==> src/rtl/mem_port_arbiter_pkg.sv <==
// -----------------------------------------------------------------------------
// mem_port_arbiter_pkg
// Shared definitions for the unified-memory port arbiter:
//   - default address/data widths
//   - arbiter FSM state encoding (2 bits)
//   - requester select codes (fetch / load-store)
// -----------------------------------------------------------------------------
package mem_port_arbiter_pkg;

   localparam int unsigned ARB_AW = 32;
   localparam int unsigned ARB_DW = 32;

   typedef enum logic [1:0] {
      ARB_IDLE   = 2'd0,
      ARB_ACCESS = 2'd1,
      ARB_RESP   = 2'd2
   } arb_state_e;

   typedef enum logic {
      SEL_I = 1'b0,
      SEL_D = 1'b1
   } arb_sel_e;

endpackage : mem_port_arbiter_pkg

==> src/rtl/mem_port_arbiter_if.sv <==
// -----------------------------------------------------------------------------
// mem_port_arbiter_if
// Bundles the fetch port (i_*), the load/store port (d_*), the memory port
// (mem_*) and the busy flag of the arbiter.
//   modport master : used by the arbiter (it drives the memory bus and answers
//                    both requesters)
//   modport slave  : used by the surrounding core / memory model
// Parameters: AW address width, DW data width (byte enables are DW/8 bits).
// -----------------------------------------------------------------------------
interface mem_port_arbiter_if #(
   parameter int unsigned AW = 32,
   parameter int unsigned DW = 32
);
   // fetch port
   logic              i_req;
   logic [AW-1:0]     i_addr;
   logic              i_gnt;
   logic              i_valid;
   logic [DW-1:0]     i_rdata;
   logic              i_err;
   // load/store port
   logic              d_req;
   logic              d_we;
   logic [AW-1:0]     d_addr;
   logic [DW-1:0]     d_wdata;
   logic [DW/8-1:0]   d_be;
   logic              d_gnt;
   logic              d_valid;
   logic [DW-1:0]     d_rdata;
   logic              d_err;
   // memory port
   logic              mem_req;
   logic              mem_we;
   logic [AW-1:0]     mem_addr;
   logic [DW-1:0]     mem_wdata;
   logic [DW/8-1:0]   mem_be;
   logic              mem_ready;
   logic [DW-1:0]     mem_rdata;
   // stall hint for the core
   logic              busy;

   modport master (
      input  i_req, i_addr, d_req, d_we, d_addr, d_wdata, d_be, mem_ready, mem_rdata,
      output i_gnt, i_valid, i_rdata, i_err, d_gnt, d_valid, d_rdata, d_err,
             mem_req, mem_we, mem_addr, mem_wdata, mem_be, busy
   );

   modport slave (
      output i_req, i_addr, d_req, d_we, d_addr, d_wdata, d_be, mem_ready, mem_rdata,
      input  i_gnt, i_valid, i_rdata, i_err, d_gnt, d_valid, d_rdata, d_err,
             mem_req, mem_we, mem_addr, mem_wdata, mem_be, busy
   );

endinterface : mem_port_arbiter_if

==> src/rtl/mem_timeout_cnt.sv <==
// -----------------------------------------------------------------------------
// mem_timeout_cnt
// Counts memory wait cycles for the arbiter's optional timeout abort
// (only instantiated when MEM_TIMEOUT_EN is defined).
// Ports:
//   clk, rst_n  clock, asynchronous active-low reset
//   clear_i     restart at zero (entry into ACCESS)
//   en_i        one more ACCESS cycle without mem_ready
//   expired_o   count has reached TIMEOUT-1
// -----------------------------------------------------------------------------
module mem_timeout_cnt #(
   parameter int unsigned TIMEOUT = 16
) (
   input  logic clk,
   input  logic rst_n,
   input  logic clear_i,
   input  logic en_i,
   output logic expired_o
);

   localparam int unsigned CW = (TIMEOUT > 2) ? $clog2(TIMEOUT) : 1;

   logic [CW-1:0] cnt_q, cnt_d;

   assign expired_o = (cnt_q == CW'(TIMEOUT - 1));

   always_comb begin
      cnt_d = cnt_q;
      if (clear_i) begin
         cnt_d = '0;
      end else if (en_i && !expired_o) begin
         // Holds at the limit; the arbiter leaves ACCESS on that cycle anyway.
         cnt_d = cnt_q + 1'b1;
      end
   end

   always_ff @(posedge clk or negedge rst_n) begin
      if (!rst_n) begin
         cnt_q <= '0;
      end else begin
         cnt_q <= cnt_d;
      end
   end

endmodule : mem_timeout_cnt

==> src/rtl/mem_port_arbiter.sv <==
// -----------------------------------------------------------------------------
// mem_port_arbiter
// Shares the CPU's single-port unified memory between instruction fetch (I)
// and load/store (D). One access at a time: IDLE (grant + register payload)
// -> ACCESS (mem_req held until mem_ready) -> RESP (one-cycle valid pulse).
// Ports:
//   clk     rising-edge clock
//   rst_n   asynchronous active-low reset; all outputs drop to 0 at once
//   bus     mem_port_arbiter_if.master: i_* fetch port, d_* load/store port,
//           mem_* memory port, busy stall flag
// Parameters:
//   AW, DW      address / data width
//   DATA_PRIO   1: D wins simultaneous requests; 0: round-robin
//   TIMEOUT     ACCESS cycles before abort (MEM_TIMEOUT_EN only)
// Configuration macro:
//   MEM_TIMEOUT_EN  when defined, an access with no mem_ready for TIMEOUT
//                   cycles is aborted and answered with *_valid + *_err.
//                   When undefined, ACCESS waits forever and *_err are 0.
// -----------------------------------------------------------------------------
module mem_port_arbiter
   import mem_port_arbiter_pkg::*;
#(
   parameter int unsigned AW        = ARB_AW,
   parameter int unsigned DW        = ARB_DW,
   parameter int unsigned DATA_PRIO = 1,
   parameter int unsigned TIMEOUT   = 16
) (
   input  logic                clk,
   input  logic                rst_n,
   mem_port_arbiter_if.master  bus
);

   localparam int unsigned BW = DW / 8;

   if (((DW % 8) != 0) || (TIMEOUT < 2)) begin : g_cfg_check
      $error("mem_port_arbiter: DW must be a multiple of 8 and TIMEOUT at least 2");
   end

   arb_state_e        state_q, state_d;
   arb_sel_e          sel_q, sel_d;
   arb_sel_e          rr_last_q, rr_last_d;
   logic              mem_we_q, mem_we_d;
   logic [AW-1:0]     mem_addr_q, mem_addr_d;
   logic [DW-1:0]     mem_wdata_q, mem_wdata_d;
   logic [BW-1:0]     mem_be_q, mem_be_d;
   logic [DW-1:0]     i_rdata_q, i_rdata_d;
   logic [DW-1:0]     d_rdata_q, d_rdata_d;

   logic              grant_i, grant_d;
   logic              pick_d;
   logic              timeout_hit;

   // ---------------------------------------------------------------------------
   // Next-state / grant logic
   // ---------------------------------------------------------------------------
   always_comb begin
      // NOTE: every signal written here gets a default first, so no branch can
      // leave one unassigned and infer a latch.
      state_d     = state_q;
      sel_d       = sel_q;
      rr_last_d   = rr_last_q;
      mem_we_d    = mem_we_q;
      mem_addr_d  = mem_addr_q;
      mem_wdata_d = mem_wdata_q;
      mem_be_d    = mem_be_q;
      i_rdata_d   = i_rdata_q;
      d_rdata_d   = d_rdata_q;
      grant_i     = 1'b0;
      grant_d     = 1'b0;

      // D wins if it is alone, if data has priority, or if I was served last.
      pick_d = bus.d_req && (!bus.i_req || (DATA_PRIO != 0) || (rr_last_q == SEL_I));

      unique case (state_q)
         ARB_IDLE: begin
            // rst_n gating keeps the combinational grants at 0 during reset.
            if (rst_n && (bus.i_req || bus.d_req)) begin
               state_d = ARB_ACCESS;
               if (pick_d) begin
                  grant_d     = 1'b1;
                  sel_d       = SEL_D;
                  rr_last_d   = SEL_D;
                  mem_we_d    = bus.d_we;
                  mem_addr_d  = bus.d_addr;
                  mem_wdata_d = bus.d_wdata;
                  mem_be_d    = bus.d_be;
               end else begin
                  grant_i     = 1'b1;
                  sel_d       = SEL_I;
                  rr_last_d   = SEL_I;
                  mem_we_d    = 1'b0;
                  mem_addr_d  = bus.i_addr;
                  mem_wdata_d = '0;
                  mem_be_d    = '1;
               end
            end
         end

         ARB_ACCESS: begin
            if (bus.mem_ready) begin
               // Stores leave d_rdata untouched.
               if (sel_q == SEL_I) begin
                  i_rdata_d = bus.mem_rdata;
               end else if (!mem_we_q) begin
                  d_rdata_d = bus.mem_rdata;
               end
               state_d = ARB_RESP;
            end else if (timeout_hit) begin
               state_d = ARB_RESP;
            end
         end

         ARB_RESP: begin
            state_d = ARB_IDLE;
         end

         default: begin
            state_d = ARB_IDLE;
         end
      endcase
   end

   // ---------------------------------------------------------------------------
   // State and payload registers
   // ---------------------------------------------------------------------------
   always_ff @(posedge clk or negedge rst_n) begin
      if (!rst_n) begin
         state_q     <= ARB_IDLE;
         sel_q       <= SEL_I;
         rr_last_q   <= SEL_I;
         mem_we_q    <= 1'b0;
         mem_addr_q  <= '0;
         mem_wdata_q <= '0;
         mem_be_q    <= '0;
         // NOTE: the read-data holding registers are ordinary flops, not a
         // memory array, so they are reset along with the rest of the state.
         i_rdata_q   <= '0;
         d_rdata_q   <= '0;
      end else begin
         // NOTE: non-blocking assignments so every flop samples the pre-edge
         // values regardless of statement order.
         state_q     <= state_d;
         sel_q       <= sel_d;
         rr_last_q   <= rr_last_d;
         mem_we_q    <= mem_we_d;
         mem_addr_q  <= mem_addr_d;
         mem_wdata_q <= mem_wdata_d;
         mem_be_q    <= mem_be_d;
         i_rdata_q   <= i_rdata_d;
         d_rdata_q   <= d_rdata_d;
      end
   end

   // ---------------------------------------------------------------------------
   // Optional timeout abort
   // ---------------------------------------------------------------------------
`ifdef MEM_TIMEOUT_EN
   logic expired;
   logic err_q;

   mem_timeout_cnt #(
      .TIMEOUT (TIMEOUT)
   ) u_timeout_cnt (
      .clk       (clk),
      .rst_n     (rst_n),
      .clear_i   (grant_i || grant_d),
      .en_i      ((state_q == ARB_ACCESS) && !bus.mem_ready),
      .expired_o (expired)
   );

   // mem_ready on the limit cycle wins: that access completes normally.
   assign timeout_hit = (state_q == ARB_ACCESS) && !bus.mem_ready && expired;

   // Set only on the abort edge, so it is high exactly during the RESP cycle
   // that follows an abort.
   always_ff @(posedge clk or negedge rst_n) begin
      if (!rst_n) begin
         err_q <= 1'b0;
      end else begin
         err_q <= timeout_hit;
      end
   end

   assign bus.i_err = bus.i_valid && err_q;
   assign bus.d_err = bus.d_valid && err_q;
`else
   assign timeout_hit = 1'b0;
   assign bus.i_err   = 1'b0;
   assign bus.d_err   = 1'b0;
`endif

   // ---------------------------------------------------------------------------
   // Outputs
   // ---------------------------------------------------------------------------
   assign bus.i_gnt     = grant_i;
   assign bus.d_gnt     = grant_d;
   assign bus.i_valid   = (state_q == ARB_RESP) && (sel_q == SEL_I);
   assign bus.d_valid   = (state_q == ARB_RESP) && (sel_q == SEL_D);
   assign bus.i_rdata   = i_rdata_q;
   assign bus.d_rdata   = d_rdata_q;
   assign bus.mem_req   = (state_q == ARB_ACCESS);
   assign bus.mem_we    = mem_we_q;
   assign bus.mem_addr  = mem_addr_q;
   assign bus.mem_wdata = mem_wdata_q;
   assign bus.mem_be    = mem_be_q;
   assign bus.busy      = rst_n && ((state_q != ARB_IDLE) || bus.i_req || bus.d_req);

endmodule : mem_port_arbiter

==> src/flat_wrapper.sv <==
// flat-port wrapper written by rule: the top's interface ports become plain ports
module mem_port_arbiter_flat import mem_port_arbiter_pkg::*;
#(
   parameter int unsigned AW        = ARB_AW,
   parameter int unsigned DW        = ARB_DW,
   parameter int unsigned DATA_PRIO = 1,
   parameter int unsigned TIMEOUT   = 16
)
  (clk, rst_n, bus_i_req, bus_i_addr, bus_d_req, bus_d_we, bus_d_addr, bus_d_wdata, bus_d_be, bus_mem_ready, bus_mem_rdata, bus_i_gnt, bus_i_valid, bus_i_rdata, bus_i_err, bus_d_gnt, bus_d_valid, bus_d_rdata, bus_d_err, bus_mem_req, bus_mem_we, bus_mem_addr, bus_mem_wdata, bus_mem_be, bus_busy);
  mem_port_arbiter_if #(.AW(AW), .DW(DW)) bus_i ();
  input  logic clk;
  input  logic rst_n;
  input wire logic [$bits(bus_i.i_req)-1:0] bus_i_req;
  input wire logic [$bits(bus_i.i_addr)-1:0] bus_i_addr;
  input wire logic [$bits(bus_i.d_req)-1:0] bus_d_req;
  input wire logic [$bits(bus_i.d_we)-1:0] bus_d_we;
  input wire logic [$bits(bus_i.d_addr)-1:0] bus_d_addr;
  input wire logic [$bits(bus_i.d_wdata)-1:0] bus_d_wdata;
  input wire logic [$bits(bus_i.d_be)-1:0] bus_d_be;
  input wire logic [$bits(bus_i.mem_ready)-1:0] bus_mem_ready;
  input wire logic [$bits(bus_i.mem_rdata)-1:0] bus_mem_rdata;
  output wire logic [$bits(bus_i.i_gnt)-1:0] bus_i_gnt;
  output wire logic [$bits(bus_i.i_valid)-1:0] bus_i_valid;
  output wire logic [$bits(bus_i.i_rdata)-1:0] bus_i_rdata;
  output wire logic [$bits(bus_i.i_err)-1:0] bus_i_err;
  output wire logic [$bits(bus_i.d_gnt)-1:0] bus_d_gnt;
  output wire logic [$bits(bus_i.d_valid)-1:0] bus_d_valid;
  output wire logic [$bits(bus_i.d_rdata)-1:0] bus_d_rdata;
  output wire logic [$bits(bus_i.d_err)-1:0] bus_d_err;
  output wire logic [$bits(bus_i.mem_req)-1:0] bus_mem_req;
  output wire logic [$bits(bus_i.mem_we)-1:0] bus_mem_we;
  output wire logic [$bits(bus_i.mem_addr)-1:0] bus_mem_addr;
  output wire logic [$bits(bus_i.mem_wdata)-1:0] bus_mem_wdata;
  output wire logic [$bits(bus_i.mem_be)-1:0] bus_mem_be;
  output wire logic [$bits(bus_i.busy)-1:0] bus_busy;
  assign bus_i.i_req = bus_i_req;
  assign bus_i.i_addr = bus_i_addr;
  assign bus_i.d_req = bus_d_req;
  assign bus_i.d_we = bus_d_we;
  assign bus_i.d_addr = bus_d_addr;
  assign bus_i.d_wdata = bus_d_wdata;
  assign bus_i.d_be = bus_d_be;
  assign bus_i.mem_ready = bus_mem_ready;
  assign bus_i.mem_rdata = bus_mem_rdata;
  assign bus_i_gnt = bus_i.i_gnt;
  assign bus_i_valid = bus_i.i_valid;
  assign bus_i_rdata = bus_i.i_rdata;
  assign bus_i_err = bus_i.i_err;
  assign bus_d_gnt = bus_i.d_gnt;
  assign bus_d_valid = bus_i.d_valid;
  assign bus_d_rdata = bus_i.d_rdata;
  assign bus_d_err = bus_i.d_err;
  assign bus_mem_req = bus_i.mem_req;
  assign bus_mem_we = bus_i.mem_we;
  assign bus_mem_addr = bus_i.mem_addr;
  assign bus_mem_wdata = bus_i.mem_wdata;
  assign bus_mem_be = bus_i.mem_be;
  assign bus_busy = bus_i.busy;
  mem_port_arbiter #(.AW(AW), .DW(DW), .DATA_PRIO(DATA_PRIO), .TIMEOUT(TIMEOUT)) u_core (.clk(clk), .rst_n(rst_n), .bus(bus_i));
endmodule
==> config.mk <==
export PLATFORM = sky130hd
export DESIGN_NAME = mem_port_arbiter_flat
export DESIGN_NICKNAME = d
export VERILOG_FILES = /design/src/rtl/mem_port_arbiter_pkg.sv /design/src/rtl/mem_port_arbiter_if.sv /design/src/rtl/mem_timeout_cnt.sv /design/src/rtl/mem_port_arbiter.sv /design/src/flat_wrapper.sv
export SDC_FILE = /design/constraint.sdc
export NUM_CORES = 1
export LEC_CHECK = 0
export CAP_MARGIN = 20
export CORE_AREA = 2 2 143 145
export DETAILED_ROUTE_END_ITERATION = 16
export DIE_AREA = 0 0 145 147
export SLEW_MARGIN = 10
export SYNTH_ARGS = -nofsm -noshare
export SYNTH_HDL_FRONTEND = slang
export SYNTH_HIERARCHICAL = 1
export SYNTH_SLANG_ARGS = --single-unit
==> constraint.sdc <==
create_clock -name clk -period 3.25 [get_ports clk]
set_clock_uncertainty 0.15 [all_clocks]
set_input_delay 0.4875 -clock clk [delete_from_list [all_inputs] [get_ports clk]]
set_output_delay 0.4875 -clock clk [all_outputs]
set_load 0.005 [all_outputs]
### Word-level counts from Yosys, hierarchy flattened

Cells that the tools add are included.

* register bits after elaboration: 136
* input port bits: 138
* output and inout bits: 141

* muxes and demuxes: 13
* eq/ne operators: 4
* bitwise gates (word level): 2
* reduce and logical (&&, ||, !) cells: 13

Operators with widths (number)
* $mux 32: 2
* $mux 1: 7
* $logic_and 1x1->1: 4
* $mux 2: 2
* $mux 4: 1
* $pmux 2 s2: 1
* $reduce_and 2->1: 2
* $reduce_and 4->1: 1
* $logic_or 1x1->1: 3
* $reduce_and 3->1: 1
* $eq 2x1->1 const B: 1
* $eq 2x2->1 const B: 1
* $logic_not 2->1: 1
* $ne 2x1->1 const B: 1
* $ne 2x2->1 const B: 1
* $not 1->1: 2
* $reduce_bool 2->1: 1

### Logic depth before layout (Yosys ltp)

Gate-level depths: netlist of the first run.

* depth in word-level cells: 4
* mapped depth: 6

### Worst setup path after synthesis of the first run

Ideal clock, no wire load.

* path kind: input to output
* start point: in bus_d_req
* end point: out bus_i_gnt
* cell stages on the path: 5
* arrival time: 1.224 ns
* buffers on the path: 2
* setup slack: 1.388 ns
* cells stage by stage: buf_6 -> nor2_2 -> nand3b_1 -> buf_2 -> nor2_1

* longest elaborated chain between the ends: 4
* elaborated cells between the ends (all ways): 5
* classes of those cells: mux: 3; reduce/logical: 2

RTL lines
* from (decl): line flat_wrapper.sv:15 `input wire logic [$bits(bus_i.d_req)-1:0] bus_d_req;`
* $logic_or 1x1->1: line mem_port_arbiter.sv:77 `if (rst_n && (bus.i_req || bus.d_req)) begin`
* $logic_and 1x1->1: line mem_port_arbiter.sv:77
* $mux 1 (*): line mem_port_arbiter.sv:77
* $mux 1 (*): line mem_port_arbiter.sv:74 `unique case (state_q)`
* to (decl): line flat_wrapper.sv:22 `output wire logic [$bits(bus_i.i_gnt)-1:0] bus_i_gnt;`

Mark *: on every way between the ends. The rest lies on a longest branch, timed or not.

### Worst setup path in the final report of the first run

* start point: in rst_n
* end point: out bus_d_gnt

* longest elaborated chain between the ends: 3

RTL lines
* from (decl): line flat_wrapper.sv:12 `input logic rst_n;`
* $logic_and 1x1->1: line mem_port_arbiter.sv:77
* $mux 1: line mem_port_arbiter.sv:77
* $mux 1: line mem_port_arbiter.sv:74
* to (decl): line flat_wrapper.sv:26 `output wire logic [$bits(bus_i.d_gnt)-1:0] bus_d_gnt;`

No other way between the ends.

==> results.ini, run 1 <==
[outcome]
status=completed

[worst_setup_path]
critical-path-max-stage-delay_ns=0.54
reg2reg_depth=4
critPathCaptureType=output pin
path_cells=dlygate4sd3_1 -> buf_6 -> nand3_1 -> inv_2 -> clkdlybuf4s50_1
rrSetupSlack_ns=1.23
cp_max_fo=23
critPathLaunchType=input pin
crit_required_ns=2.61
worst-setup-path-type=input pin to output pin
arrival_ns=2.21
r2r_start=u_core/state_q[1]
r2r-end=u_core/bus.d_rdata[10]
critPathSlowestCell=dlygate4sd3_1

[layout]
final_common_cell=clkdlybuf4s50_1
n_antenna_cell=0
fillerInstances=1775
mostFrequentLayoutCells=275 x clkdlybuf4s50_1, 136 x dfrtp_1, 122 x mux2_2
final_layout_size_suffix_gt1_share_pct=26.1
fin_cells=907
area_growth_pct=68.0
layout.nets=763

[cts]
cts_tree=built
cts.sinks=136
cts_buffers=17
root_buffer=clkbuf_16
clock_path_buffers=2
path_clk_slew_ns=0.06
cts_htree_levels=4
clk_latency_ns=0.41
ctsResizeCount=0

[global_route]
grt_pass1_wl_mm=23.5
overflow=0
first_global_vias=4328
antenna_found_initial=0
grt_max_degree=71
gr-usage-all-layers_pct=14.1

[timing]
slew-limit-headroom_pct=41.7
rsz0062_at_grt=false
fmax_mhz=351
hold_viol=0
finalCritPeriodShare_pct=87.7
finalWorstSetupSlack_ns=0.401
setup_tns_ns=0
finalWorstPathRequiredPeriod_ns=2.85
finalSetupViolCount=0
max_slew.worst_pin.slew_ns=0.874
slew_violations=0

[detailed_routing]
viasPerCell=4.32
via_count=3920
m1WireLength_mm=5.86
drtPass1Iterations=4
wl_met2_mm=7.44
met3_length_mm=1.12
wire_per_inst_um=16.3
drtIter0Drc=78
dr.max_layer_used=met4
ant_nets=0
drc=0
routed_wl_mm=14.8

[power_and_ir_drop]
internal_power_uw=5680
p_total_uw=7560
ir_worst_vdd_v=0.000354
switching_share_pct=24.8
pwr-share-comb_pct=34.8
seq_power_share_pct=36.4
pwr-share-clk_pct=28.8
p_leak_uw=0.00380
p_sw_uw=1870
power_density_mw_per_mm2=825

[logic_synthesis]
yosys_warnings=6
synth_area_mm2=0.00545
ys_seq_elements=136
avgSynthCellArea_um2=15.9
synth-seq-area-share_pct=62.4
synthDistinctLibCells=23
postSynthCellCount=342

[floorplanning]
start_util_pct=27.5
fp-row-count=52
coreArea_mm2=0.0198
io_pins=279
die_h_um=147
die_w_um=145
die-area_mm2=0.0213

[place]
dpl.cell_count=875
pre_cts_ws_ns=0.529
globalplace.congestion=0.753
portBuffers=276
hpwl_mm=11.0

[run]
cap_violations=0

[worst_hold_path]
holdCritPathClass=input pin to async pin

-- sequential cells by signal (all words and copies together), names as in the netlist --
signal and cells:
u_core/bus.mem_be 4, u_core/bus.mem_we 1, u_core/bus.mem_addr 32, u_core/state_q 2, u_core/bus.i_rdata 32, u_core/bus.mem_wdata 32
u_core/sel_q 1, u_core/bus.d_rdata 32
-- layer usage --
metal | GRT usage [%] | vias up
met1 | 16.0 | 1918
met2 | 24.1 | 167
li1 | - | 1814
met4 | 5.64 | 0
met5 | 0 | -
met3 | 5.34 | 21
-- synthesized netlist by cell type --
library cell,count,area [µm²]
mux2_2,122,1370
mux2_1,6,67.6
nand3_1,1,5.00
o21ai_0,1,5.00
buf_2,8,40.0
inv_2,1,3.75
a21o_1,1,7.51
a22o_1,33,289
nor3b_1,1,7.51
nor2_1,2,7.51
conb_1,1,3.75
nand2b_1,1,6.26
nor2_2,2,12.5
o22a_1,4,35.0
nor3b_4,1,18.8
a21boi_0,1,7.51
dfrtp_1,136,3400
nand3b_1,2,15.0
buf_6,7,78.8
and3b_1,2,17.5
buf_4,3,22.5
clkbuf_1,4,15.0
inv_1,2,7.51
-- area by class of cell --
| cell class | instances | area, µm² | area share (%) |
|---|---|---|---|
| multi-input cells | 182 | 1890 | 20.6 |
| flip-flops and latches | 136 | 3400 | 37.2 |
| clock inverters | 14 | 245 | 2.68 |
| repair buffers | 285 | 2850 | 31.1 |
| clock buffers | 17 | 425 | 4.65 |
| inverters | 3 | 11.3 | 0.123 |
| well taps | 270 | 338 | 3.69 |
-- timing repair --
item                                   CTS  global route
hold buffers                             1             0
buffers inserted                         0             0
endpoints found under the hold margin   17             0
-- metrics by stage --
stage	util, %	hold slack, ns	cell area [µm²]
after detailed placement	42.7	0.194	8480
after global routing	46.1	0.351	9160
after CTS	46.1	0.318	9160
after global placement	42.7	0.192	8480
after floorplan	-	0.0419	5450
final	46.1	0.327	9160
-- power groups by stage --
stage / Clock, µW / Combinational (µW) / Sequential, µW
after floorplan: 0 / 792 / 2810
after global placement: 0 / 2640 / 2760
after detailed placement: 0 / 2680 / 2780
after CTS: 2240 / 2690 / 2760
after global routing: 2320 / 2810 / 2850
final: 2170 / 2630 / 2750
-- worst max-delay path by stage --
stage / startpoint / end
floorplan: bus_d_req / bus_i_gnt
global placement: bus_d_req / bus_d_gnt
global route: rst_n / bus_d_gnt
CTS: rst_n / bus_d_gnt
finish: rst_n / bus_d_gnt
detailed placement: bus_d_req / bus_d_gnt
-- critical path, delay by kind of cell --
family	cells	cell delay (ns)
simple gates	1	0.25
buf+inv	4	1.47
-- cell families (layout without fill, tap and decap cells) --
logic type	count (synthesis)	after routing	share of synthesized area [%]
buffers and inverters	25	319	3.08
other	1	2	0.0688
AO/OA/AOI/OAI	40	40	6.31
multiplexers	128	128	26.4
AND/OR/NAND/NOR	12	12	1.65
flip-flops	136	136	62.4
(Power assumes the default switching activity.)
==> run 2: changes to the inputs <==
==> constraint.sdc (replaced) <==
create_clock -name clk -period 3.25 [get_ports clk]
set_clock_uncertainty 0.15 [all_clocks]
set_input_delay 0.4875 -clock clk [delete_from_list [all_inputs] [get_ports clk]]
set_output_delay 0.4875 -clock clk [all_outputs]
set_load 0.05 [all_outputs]
==> run 2 against run 1 <==
Total power increased by 31%. Via count is 0.46% lower. Critical path depth did not move. Sequential cell count did not move. Largest power group is now combinational cells. Maximum frequency increased by 11%. Non-clock buffer count is the same. Clock power is 3% lower. Global-route usage down 0.094 points. Utilization about the same. Largest cell class unchanged. Critical endpoint unchanged. Sequential share of layout area about the same. Register-to-register slack hardly changed.
==> results.ini, run 2 (synthesis gave the netlist of run 1 again) <==
[outcome]
status=completed

[run]
cap_violations=0

[layout]
fin_cells=907
mostFrequentLayoutCells=272 x clkdlybuf4s50_1, 136 x dfrtp_1, 122 x mux2_2
fin_area_mm2=0.00915
final_layout_size_suffix_gt1_share_pct=26.4
n_antenna_cell=0
fillerInstances=1782
area_growth_pct=67.9
final_common_cell=clkdlybuf4s50_1
layout.nets=763

[cts]
clock_path_buffers=2
cts_buffers=17
clk_latency_ns=0.41
cts.sinks=136
cts-hold-fix-buffers=1
cts_tree=built
ctsResizeCount=0
cts_setup_buffers=0
path_clk_slew_ns=0.06
root_buffer=clkbuf_16
cts_htree_levels=4

[worst_setup_path]
crit_required_ns=2.61
critPathCaptureType=output pin
critPathSlowestCell=dlygate4sd3_1
worst-setup-path-type=input pin to output pin
critical-path-max-stage-delay_ns=0.54
cp_max_fo=15
arrival_ns=1.93
r2r_start=u_core/state_q[1]
path_cells=dlygate4sd3_1 -> buf_6 -> nand3_1 -> inv_2 -> buf_12
crit_start=rst_n
reg2reg_depth=4
critPathLaunchType=input pin

[power_and_ir_drop]
internal_power_uw=5610
p_leak_uw=0.00380
seq_power_share_pct=27.8
power_density_mw_per_mm2=1080
pwr-share-comb_pct=51.0
switching_share_pct=43.4
pwr-share-clk_pct=21.2
ir_worst_vdd_v=0.000491
p_sw_uw=4310

[detailed_routing]
via_count=3902
drc=0
drtIter0Drc=70
routed_wl_mm=14.8
drtPass1Iterations=4
wire_per_inst_um=16.3
viasPerCell=4.30
ant_nets=0

[global_route]
antenna_found_initial=0
overflow=0
first_global_vias=4351
grt_max_degree=77
gr-usage-all-layers_pct=14.0
grt_pass1_wl_mm=23.4

[timing]
rsz0062_at_grt=false
finalCritPeriodShare_pct=79.1
max_slew.worst_pin.slew_ns=0.957
slew-limit-headroom_pct=36.2
finalWorstPathRequiredPeriod_ns=2.57
setup_tns_ns=0
finalWorstSetupSlack_ns=0.679
hold_viol=0
finalSetupViolCount=0
slew_violations=0
fmax_mhz=389
whs_ns=0.301

[place]
hpwl_mm=10.9
pre_cts_ws_ns=0.726
dpl.cell_count=875
placed_area_mm2=0.00849
globalplace.congestion=0.778
portBuffers=276

[worst_hold_path]
holdCritPathClass=input pin to async pin

[floorplanning]
die_h_um=147
start_util_pct=27.5
die-area_mm2=0.0213
fp-row-count=52
die_w_um=145
io_pins=279
coreArea_mm2=0.0198

[run 2: path summary, 6_finish.rpt]
| check | end | slack (ns) |
|---|---|---|
| max | bus_d_gnt | 0.68 |
| min in group clk | u_core/bus.mem_addr[30] | 0.34 |
| max in group asynchronous | u_core/bus.d_rdata[0] | 1.47 |
| min | u_core/bus.mem_be[1] | 0.30 |
| max reg2reg | u_core/bus.d_rdata[3] | 1.24 |
| min reg2reg | u_core/bus.mem_addr[30] | 0.34 |
[run 2: power groups by stage]
stage                     clock network, µW  registers, µW  logic (µW)
final                                  2100           2760        5060
after global routing                   2250           2870        5220
after CTS                              2170           2780        5110
after detailed placement                  0           2790        5100
after global placement                    0           2770        5050
after floorplan                           0           5170         824
[run 2: critical path, delay by kind of cell]
family / cells / cell delay (ns)
buffers and inverters: 4 / 1.23
and+or+nand+nor: 1 / 0.20
[run 2: area by class of cell]
type                            count  area, µm²  share of cell area, %
Tap cell                          270        338                   3.69
Clock buffer                       18        429                   4.69
Multi-Input combinational cell    182       1890                   20.6
Clock inverter                     13        219                   2.39
Sequential cell                   136       3400                   37.2
Timing Repair Buffer              285       2860                   31.3
Inverter                            3       11.3                  0.123
[run 2: layer usage]
metal | up-vias | track usage (%) | routed length, µm
met2 | 163 | 23.7 | 7430
met3 | 18 | 5.75 | 1160
met1 | 1916 | 16.2 | 5920
li1 | 1805 | - | -
met5 | - | 0 | 0
met4 | 0 | 4.65 | 269
[run 2: through the flow]
stage | utilization, % | power (µW)
after global placement | 42.8 | 7820
after CTS | 46.1 | 10100
final | 46.1 | 9920
after global routing | 46.1 | 10300
after floorplan | - | 5990
after detailed placement | 42.8 | 7900
